--- src/rtl/cpu_pkg.sv ---
// Shared definitions for the 8-bit RISC CPU: opcode encodings used by the
// fetch unit and the controller, and the fetch-stage state encoding.
package cpu_pkg;

    localparam int unsigned OPCODE_W = 3;

    localparam logic [OPCODE_W-1:0] HLT = 3'd0;
    localparam logic [OPCODE_W-1:0] SKZ = 3'd1;
    localparam logic [OPCODE_W-1:0] ADD = 3'd2;
    localparam logic [OPCODE_W-1:0] AND = 3'd3;
    localparam logic [OPCODE_W-1:0] XOR = 3'd4;
    localparam logic [OPCODE_W-1:0] LDA = 3'd5;
    localparam logic [OPCODE_W-1:0] STO = 3'd6;
    localparam logic [OPCODE_W-1:0] JMP = 3'd7;

    typedef enum logic [1:0] {
        IDLE   = 2'd0,
        FETCH  = 2'd1,
        HOLD   = 2'd2,
        HALTED = 2'd3
    } fetch_state_t;

endpackage

--- src/rtl/fetch_pc.sv ---
// Program counter register for the fetch stage. All increments wrap modulo
// 2^ADDR_W. Priority: load > inc2 > inc.
//   clk, rst_n : clock, async active-low reset (pc clears to 0)
//   inc        : pc <= pc + 1
//   inc2       : pc <= pc + 2
//   load       : pc <= load_val
//   load_val   : jump target
//   pc         : current program counter
module fetch_pc #(
    parameter int unsigned ADDR_W = 5
) (
    input  logic              clk,
    input  logic              rst_n,
    input  logic              inc,
    input  logic              inc2,
    input  logic              load,
    input  logic [ADDR_W-1:0] load_val,
    output logic [ADDR_W-1:0] pc
);

    // Natural overflow of the ADDR_W-bit add provides the wrap.
    always_ff @(posedge clk or negedge rst_n) begin
        if (!rst_n) begin
            pc <= '0;
        end else if (load) begin
            pc <= load_val;
        end else if (inc2) begin
            pc <= pc + ADDR_W'(2);
        end else if (inc) begin
            pc <= pc + ADDR_W'(1);
        end
    end

endmodule

--- src/rtl/fetch_unit.sv ---
// Instruction fetch stage: owns the PC, fetches one instruction byte per
// req/ack transaction into the IR, offers it to the controller over
// valid/ready, and resolves JMP/SKZ/HLT on the retire edge.
// Optional macro FETCH_TIMEOUT_EN: memory ack timeout that raises a sticky
// fault and halts; without it fault is tied 0 and FETCH waits forever.
// Ports:
//   clk, rst_n            : clock, async active-low reset
//   mem_req, mem_addr     : fetch request / address (address = pc)
//   mem_rdata, mem_ack    : instruction byte and response
//   instr_valid/ready     : IR handshake with the controller
//   opcode, operand       : IR fields
//   acc_zero              : accumulator zero flag, sampled at SKZ retire
//   resume                : leave HALTED
//   halted, fault, pc     : status and debug
module fetch_unit
    import cpu_pkg::*;
#(
    parameter int unsigned ADDR_W         = 5,
    parameter int unsigned DATA_W         = 8,
    parameter int unsigned TIMEOUT_CYCLES = 15
) (
    input  logic                clk,
    input  logic                rst_n,
    output logic                mem_req,
    output logic [ADDR_W-1:0]   mem_addr,
    input  logic [DATA_W-1:0]   mem_rdata,
    input  logic                mem_ack,
    output logic                instr_valid,
    input  logic                instr_ready,
    output logic [OPCODE_W-1:0] opcode,
    output logic [ADDR_W-1:0]   operand,
    input  logic                acc_zero,
    input  logic                resume,
    output logic                halted,
    output logic                fault,
    output logic [ADDR_W-1:0]   pc
);

    if (TIMEOUT_CYCLES == 0) begin : g_bad_cfg
        $error("fetch_unit: TIMEOUT_CYCLES must be nonzero");
    end

    fetch_state_t        state_q, state_d;
    logic [DATA_W-1:0]   ir_q;
    logic                ir_load;
    logic                pc_inc;
    logic                pc_load;
    logic                timeout_c;

    // PC register; the +2 path is not needed because SKZ skips from an
    // already-incremented pc.
    fetch_pc #(
        .ADDR_W (ADDR_W)
    ) u_pc (
        .clk      (clk),
        .rst_n    (rst_n),
        .inc      (pc_inc),
        .inc2     (1'b0),
        .load     (pc_load),
        .load_val (operand),
        .pc       (pc)
    );

`ifdef FETCH_TIMEOUT_EN
    localparam int unsigned WAIT_W = $clog2(TIMEOUT_CYCLES + 1);

    logic [WAIT_W-1:0] wait_q;
    logic              fault_q;

    // Counts un-acked FETCH cycles; held at 0 outside FETCH so it is clear on entry.
    always_ff @(posedge clk or negedge rst_n) begin
        if (!rst_n) begin
            wait_q <= '0;
        end else if (state_q != FETCH) begin
            wait_q <= '0;
        end else if (!mem_ack) begin
            wait_q <= wait_q + WAIT_W'(1);
        end
    end

    // The edge that would complete the TIMEOUT_CYCLES-th wait cycle times out.
    assign timeout_c = (state_q == FETCH) && !mem_ack &&
                       (wait_q == WAIT_W'(TIMEOUT_CYCLES - 1));

    // Sticky until reset.
    always_ff @(posedge clk or negedge rst_n) begin
        if (!rst_n) begin
            fault_q <= 1'b0;
        end else if (timeout_c) begin
            fault_q <= 1'b1;
        end
    end

    assign fault = fault_q;
`else
    assign timeout_c = 1'b0;
    assign fault     = 1'b0;
`endif

    // State register.
    always_ff @(posedge clk or negedge rst_n) begin
        if (!rst_n) begin
            state_q <= IDLE;
        end else begin
            state_q <= state_d;
        end
    end

    // Next-state and datapath control.
    always_comb begin
        state_d = state_q;
        ir_load = 1'b0;
        pc_inc  = 1'b0;
        pc_load = 1'b0;
        unique case (state_q)
            IDLE: begin
                state_d = FETCH;
            end
            FETCH: begin
                if (mem_ack) begin
                    ir_load = 1'b1;
                    pc_inc  = 1'b1;
                    state_d = HOLD;
                end else if (timeout_c) begin
                    state_d = HALTED;
                end
            end
            HOLD: begin
                if (instr_ready) begin
                    state_d = FETCH;
                    unique case (opcode)
                        JMP:     pc_load = 1'b1;
                        SKZ:     pc_inc  = acc_zero;
                        HLT:     state_d = HALTED;
                        default: ;
                    endcase
                end
            end
            HALTED: begin
                if (resume && !fault) begin
                    state_d = FETCH;
                end
            end
            default: begin
                state_d = IDLE;
            end
        endcase
    end

    // Instruction register.
    always_ff @(posedge clk or negedge rst_n) begin
        if (!rst_n) begin
            ir_q <= '0;
        end else if (ir_load) begin
            ir_q <= mem_rdata;
        end
    end

    // Outputs decoded from registered state only.
    assign mem_req     = (state_q == FETCH);
    assign mem_addr    = pc;
    assign instr_valid = (state_q == HOLD);
    assign halted      = (state_q == HALTED);
    assign opcode      = ir_q[DATA_W-1 -: OPCODE_W];
    assign operand     = ir_q[ADDR_W-1:0];

endmodule

--- config.mk ---
export PLATFORM = sky130hd
export DESIGN_NAME = fetch_unit
export DESIGN_NICKNAME = d
export VERILOG_FILES = /design/src/rtl/cpu_pkg.sv /design/src/rtl/fetch_pc.sv /design/src/rtl/fetch_unit.sv
export SDC_FILE = /design/constraint.sdc
export NUM_CORES = 1
export LEC_CHECK = 0
export ABC_AREA = 1
export CAP_MARGIN = 30
export CORE_MARGIN = 4
export CORE_UTILIZATION = 46
export CTS_CLUSTER_DIAMETER = 150
export CTS_CLUSTER_SIZE = 8
export DETAILED_ROUTE_END_ITERATION = 8
export GPL_ROUTABILITY_DRIVEN = 0
export PLACE_DENSITY = 0.88
export SLEW_MARGIN = 20
export SYNTH_ARGS = -nofsm -noshare
export SYNTH_HDL_FRONTEND = slang
export SYNTH_SLANG_ARGS = --single-unit
--- constraint.sdc ---
create_clock -name clk -period 3.85 [get_ports clk]
set_input_delay 0.385 -clock clk [delete_from_list [all_inputs] [get_ports clk]]
set_output_delay 0.385 -clock clk [all_outputs]
set_load 0.1 [all_outputs]
Yosys cells after proc, flatten, opt, wreduce, memory -nomap -nowiden. Cells that the tools add are included.

Register bits: 15. Latch bits: 0. Memory bits (writable): 0. Memory bits (read-only): 0. Logic and storage cells: 31. Memories: 0.

Add/subtract/negate cells: 1. Multiply operators: 0. Div/mod/pow operators: 0. Order comparisons: 0. Equal/unequal tests: 8. Shift-type cells: 0. Muxes and demuxes: 15. Bitwise logic cells: 0. Reductions and logical operators: 4.

Operator list (number): two-way mux 5 bit (2); two-way mux 2 bit (4); case mux 2 bit (4 select lines) (1); two-way mux 1 bit (7); adder 5 x 1 -> 5 bit, second input constant (1); == test 2 bit, second input constant (2); != test 2 x 1 -> 1 bit, second input constant (2); == test 3 x 1 -> 1 bit, second input constant (1); == test 3 bit, second input constant (1); zero test 3 bit (1); AND reduction 3 bit (1); == test 2 x 1 -> 1 bit, second input constant (1); zero test 2 bit (1); != test 2 bit, second input constant (1); case mux 1 bit (2 select lines) (1); nonzero test 2 bit (1).

Longest topological paths before layout.
Word-level depth: 6. Depth in mapped cells: 10.

Hierarchy. A second synthesis with hierarchy kept.

Cells, all modules: 115. Area, all modules: 939.7 sq um.

By module, submodules not included: fetch_unit (times used 1, cells each 60, area an instance 571.8 sq um, seq. area each 250.2 sq um); fetch_pc (times used 1, cells each 55, area an instance 367.9 sq um, seq. area each 125.1 sq um).

Worst setup path before layout. Ideal clock, no wire load.

Kind: flip-flop to flip-flop. From: register state_q[1]. To: register u_pc.pc[2]. Setup time: 0.121 ns. Arrival time: 1.961 ns. Path slack: 1.768 ns. Cell stages (with the launch flop): 8. Path buffers: 0. Cells stage by stage: dfrtp_1 -> inv_1 -> ha_1 -> nand2_1 -> nand2_1 -> nand2_1 -> nand3_1 -> nand2_1.

Longest elaborated chain between the ends: 3. Elaborated cells between the ends (all ways): 6. Those cells by class: 2 x eq/ne; 3 x mux; 1 x reduce/logical.

RTL lines: from (decl) (line fetch_unit.sv:43) `fetch_state_t state_q, state_d;`; from (signal assigned) (line fetch_unit.sv:105) `state_q <= state_d;`; == test 2 x 1 -> 1 bit; named net mem_req (line fetch_unit.sv:24) `output logic mem_req,`; case mux 1 bit (2 select lines) (line fetch_unit.sv:115) `unique case (state_q)`; nonzero test 2 bit (no source line); to (signal assigned) (line fetch_pc.sv:26) `pc <= load_val;`; to (signal assigned) (line fetch_pc.sv:28) `pc <= pc + ADDR_W'(2);`; to (signal assigned) (line fetch_pc.sv:30) `pc <= pc + ADDR_W'(1);`; to (decl) (line fetch_pc.sv:18) `output logic [ADDR_W-1:0] pc`.

The timed path passes the listed nets, and every way through them passes these cells. A chain may end at the register's enable or synchronous reset.

Final worst setup path.
From: register state_q[0]. To: output port instr_valid.

Longest elaborated chain between the ends: 1.

RTL lines: == test 2 bit (line fetch_unit.sv:162) `assign instr_valid = (state_q == HOLD);`; to (decl) (line fetch_unit.sv:28) `output logic instr_valid,`.

No other way between the ends.

==> reports/metrics.yaml <==
setup_viol: 0
status: "finished clean"
portBuffers: 34
worstPathRequired_ps: 3460
hold_buffers: 0
r2r_setup_slack_ps: 2150
rsz0062_at_grt: "false"
worstSetupStartpointType: "flop"
crit_fanout: 4
synth_cells: 113
post_cts_buffers: 0
slew-limit-headroom: 0.342
cp.depth: 3
grt_overflow: 0
slowest_delay_ps: 1160
clock_skew_ps: 4.17
synthTopCellsByArea: "dfrtp_1, nand2_1, nand3_1"
hpwlAfterDp_um: 1670
min_path_type: "input pin to asynchronous set/reset pin"
grt-busiest-layer: "met2"
crit_path_end_kind: "output pin"
synth_nets: 131
drcViolationCount: 0
rr_startpoint: "state_q[1]"
die_x_um: 52.5
synth_top_area_share: 0.412
io_pins: 36
cts_buffers: 3
vias: 829
die_y_um: 52.5
synth-seq-area-share: 0.412
tritoncts: "done"
drv_cap: 0
synth_area_um2: 912
yosysUniqueCellTypes: 23
fmax_mhz: 392
grt_pass1_vias: 828
clockRootBuffer: "clkbuf_4"
path_cells: "inv_1 -> ha_1 -> clkdlybuf4s50_1"
period_share: 0.663
yosys_warnings: 0
rows: 15
cp_top_family: "buffers and inverters"
pre_cts_ws_ps: 1620
ys_ff_latch: 15
drive_gt1_frac: 0.105
final-max-slew-violation-count: 0
antenna_cells: 0
clk_pin_slew_ps: 90
critPathArrivalTime_ps: 2170
fin_setup_tns_ps: 0
r2r_cells: 8
met2_usage: 0.298
avgViaCountPerCell: 4.93
nNetsFinal: 162
cts.path.max_buffers: 2
final_common_cell: "clkdlybuf4s50_1"
r2r_end: "u_pc.pc[2]"
avgSynthCellArea_um2: 8.07
start_util: 0.506
clock_latency_ps: 280
finalWirelength_um: 2070
layout_common_cells: "clkdlybuf4s50_1, nand2_1, inv_1, dfrtp_1, nand3_1"
drt_iter0_drc: 12
antenna_found_initial: 0
drt_first_pass_iters: 4
ant_nets: 0
crit_type: "flop to output pin"
wire_per_inst_um: 12.3
hold_viol: 0
grt_max_degree: 16
grt_pass1_wl_um: 3400
grt_util_all_layers: 0.167
groute.layer.met1.usage: 0.178
core_um2: 1800
cts.sinks: 15
cp_num_buf_inv: 2
ctsResizeCount: 0
fin_crit_ps: 2550
cts-htree-levels: 1
worstMarginPinSlew_ps: 984
die_area_um2: 2760
syn2layout_area_growth_pct: 36.9
whs_ps: 511
synth_top_area_cell: "dfrtp_1"
fin_ws_ps: 1300
critical-path-slowest-cell: "clkdlybuf4s50_1"
met3_usage: 0.0456
fillCellCount: 156
==> flip-flops by register name, summed over array words and instances (netlist names) <==
| signal | flops |
|---|---|
| ir_q | 8 |
| u_pc.pc | 5 |
| state_q | 2 |
==> kinds of logic (layout without fill, tap and decap cells) <==
| kind of cell | Yosys count | in the layout | share of synthesized area |
|---|---|---|---|
| other | 1 | 1 | 0.00411 |
| muxes | 3 | 3 | 0.0370 |
| adders and majority gates | 4 | 4 | 0.0549 |
| AOI/OAI and AO/OA | 11 | 11 | 0.0755 |
| and+or+nand+nor | 55 | 55 | 0.284 |
| buffers and inverters | 24 | 54 | 0.133 |
| DFF | 15 | 15 | 0.412 |
==> area by class of cell <==
type / count / area [um^2] / share of cell area
clock buffers: 4 / 26.3 / 0.0210
well taps: 25 / 31.3 / 0.0251
inverters: 16 / 60.1 / 0.0481
repair buffers: 34 / 340 / 0.273
flip-flops and latches: 15 / 375 / 0.301
multi-input cells: 74 / 415 / 0.333
==> worst max path at each step <==
stage,slack (ps),to,start
after floorplan,1770,u_pc.pc[2],state_q[1]
after global placement,1670,instr_valid,state_q[0]
after detailed placement,1620,instr_valid,state_q[0]
after CTS,1290,instr_valid,state_q[0]
after global routing,1210,instr_valid,state_q[0]
final,1300,instr_valid,state_q[0]
==> synth_stat cells <==
master	number
a21oi_1	5
buf_2	1
buf_4	6
buf_6	1
conb_1	1
dfrtp_1	15
ha_1	4
inv_1	15
inv_2	1
mux2_2	3
nand2_1	27
nand2_2	1
nand2_4	2
nand3_1	14
nand4_1	2
nor2_1	6
nor2_2	1
nor2_4	1
o21ai_0	2
o21ai_2	2
o21bai_1	1
o221ai_1	1
or2_2	1
==> worst reg2reg max path, cell delays in order (launching register included) <==
cell and delay, ps:
dfrtp_1 400, inv_1 60, ha_1 210, nand2_1 370, nand2_1 100, nand2_1 230, nand2_4 100, nand2_1 80
nand2_1 50
==> per-stage QoR <==
step,instance area [um^2],util,cells
after floorplan,912,-,113
after CTS,1250,0.693,168
final,1250,0.693,168
after global placement,1220,0.678,164
after global routing,1250,0.693,168
after detailed placement,1220,0.678,164
==> layer usage <==
metal	vias up	part of all wire
met4	0	0.014
met3	4	0.069
met1	377	0.41
met2	36	0.51
met5	-	0
li1	412	-
Power is left out: the tool's default activity adds up to more than one toggle a clock period on the data nets, which glitch-free logic cannot reach.
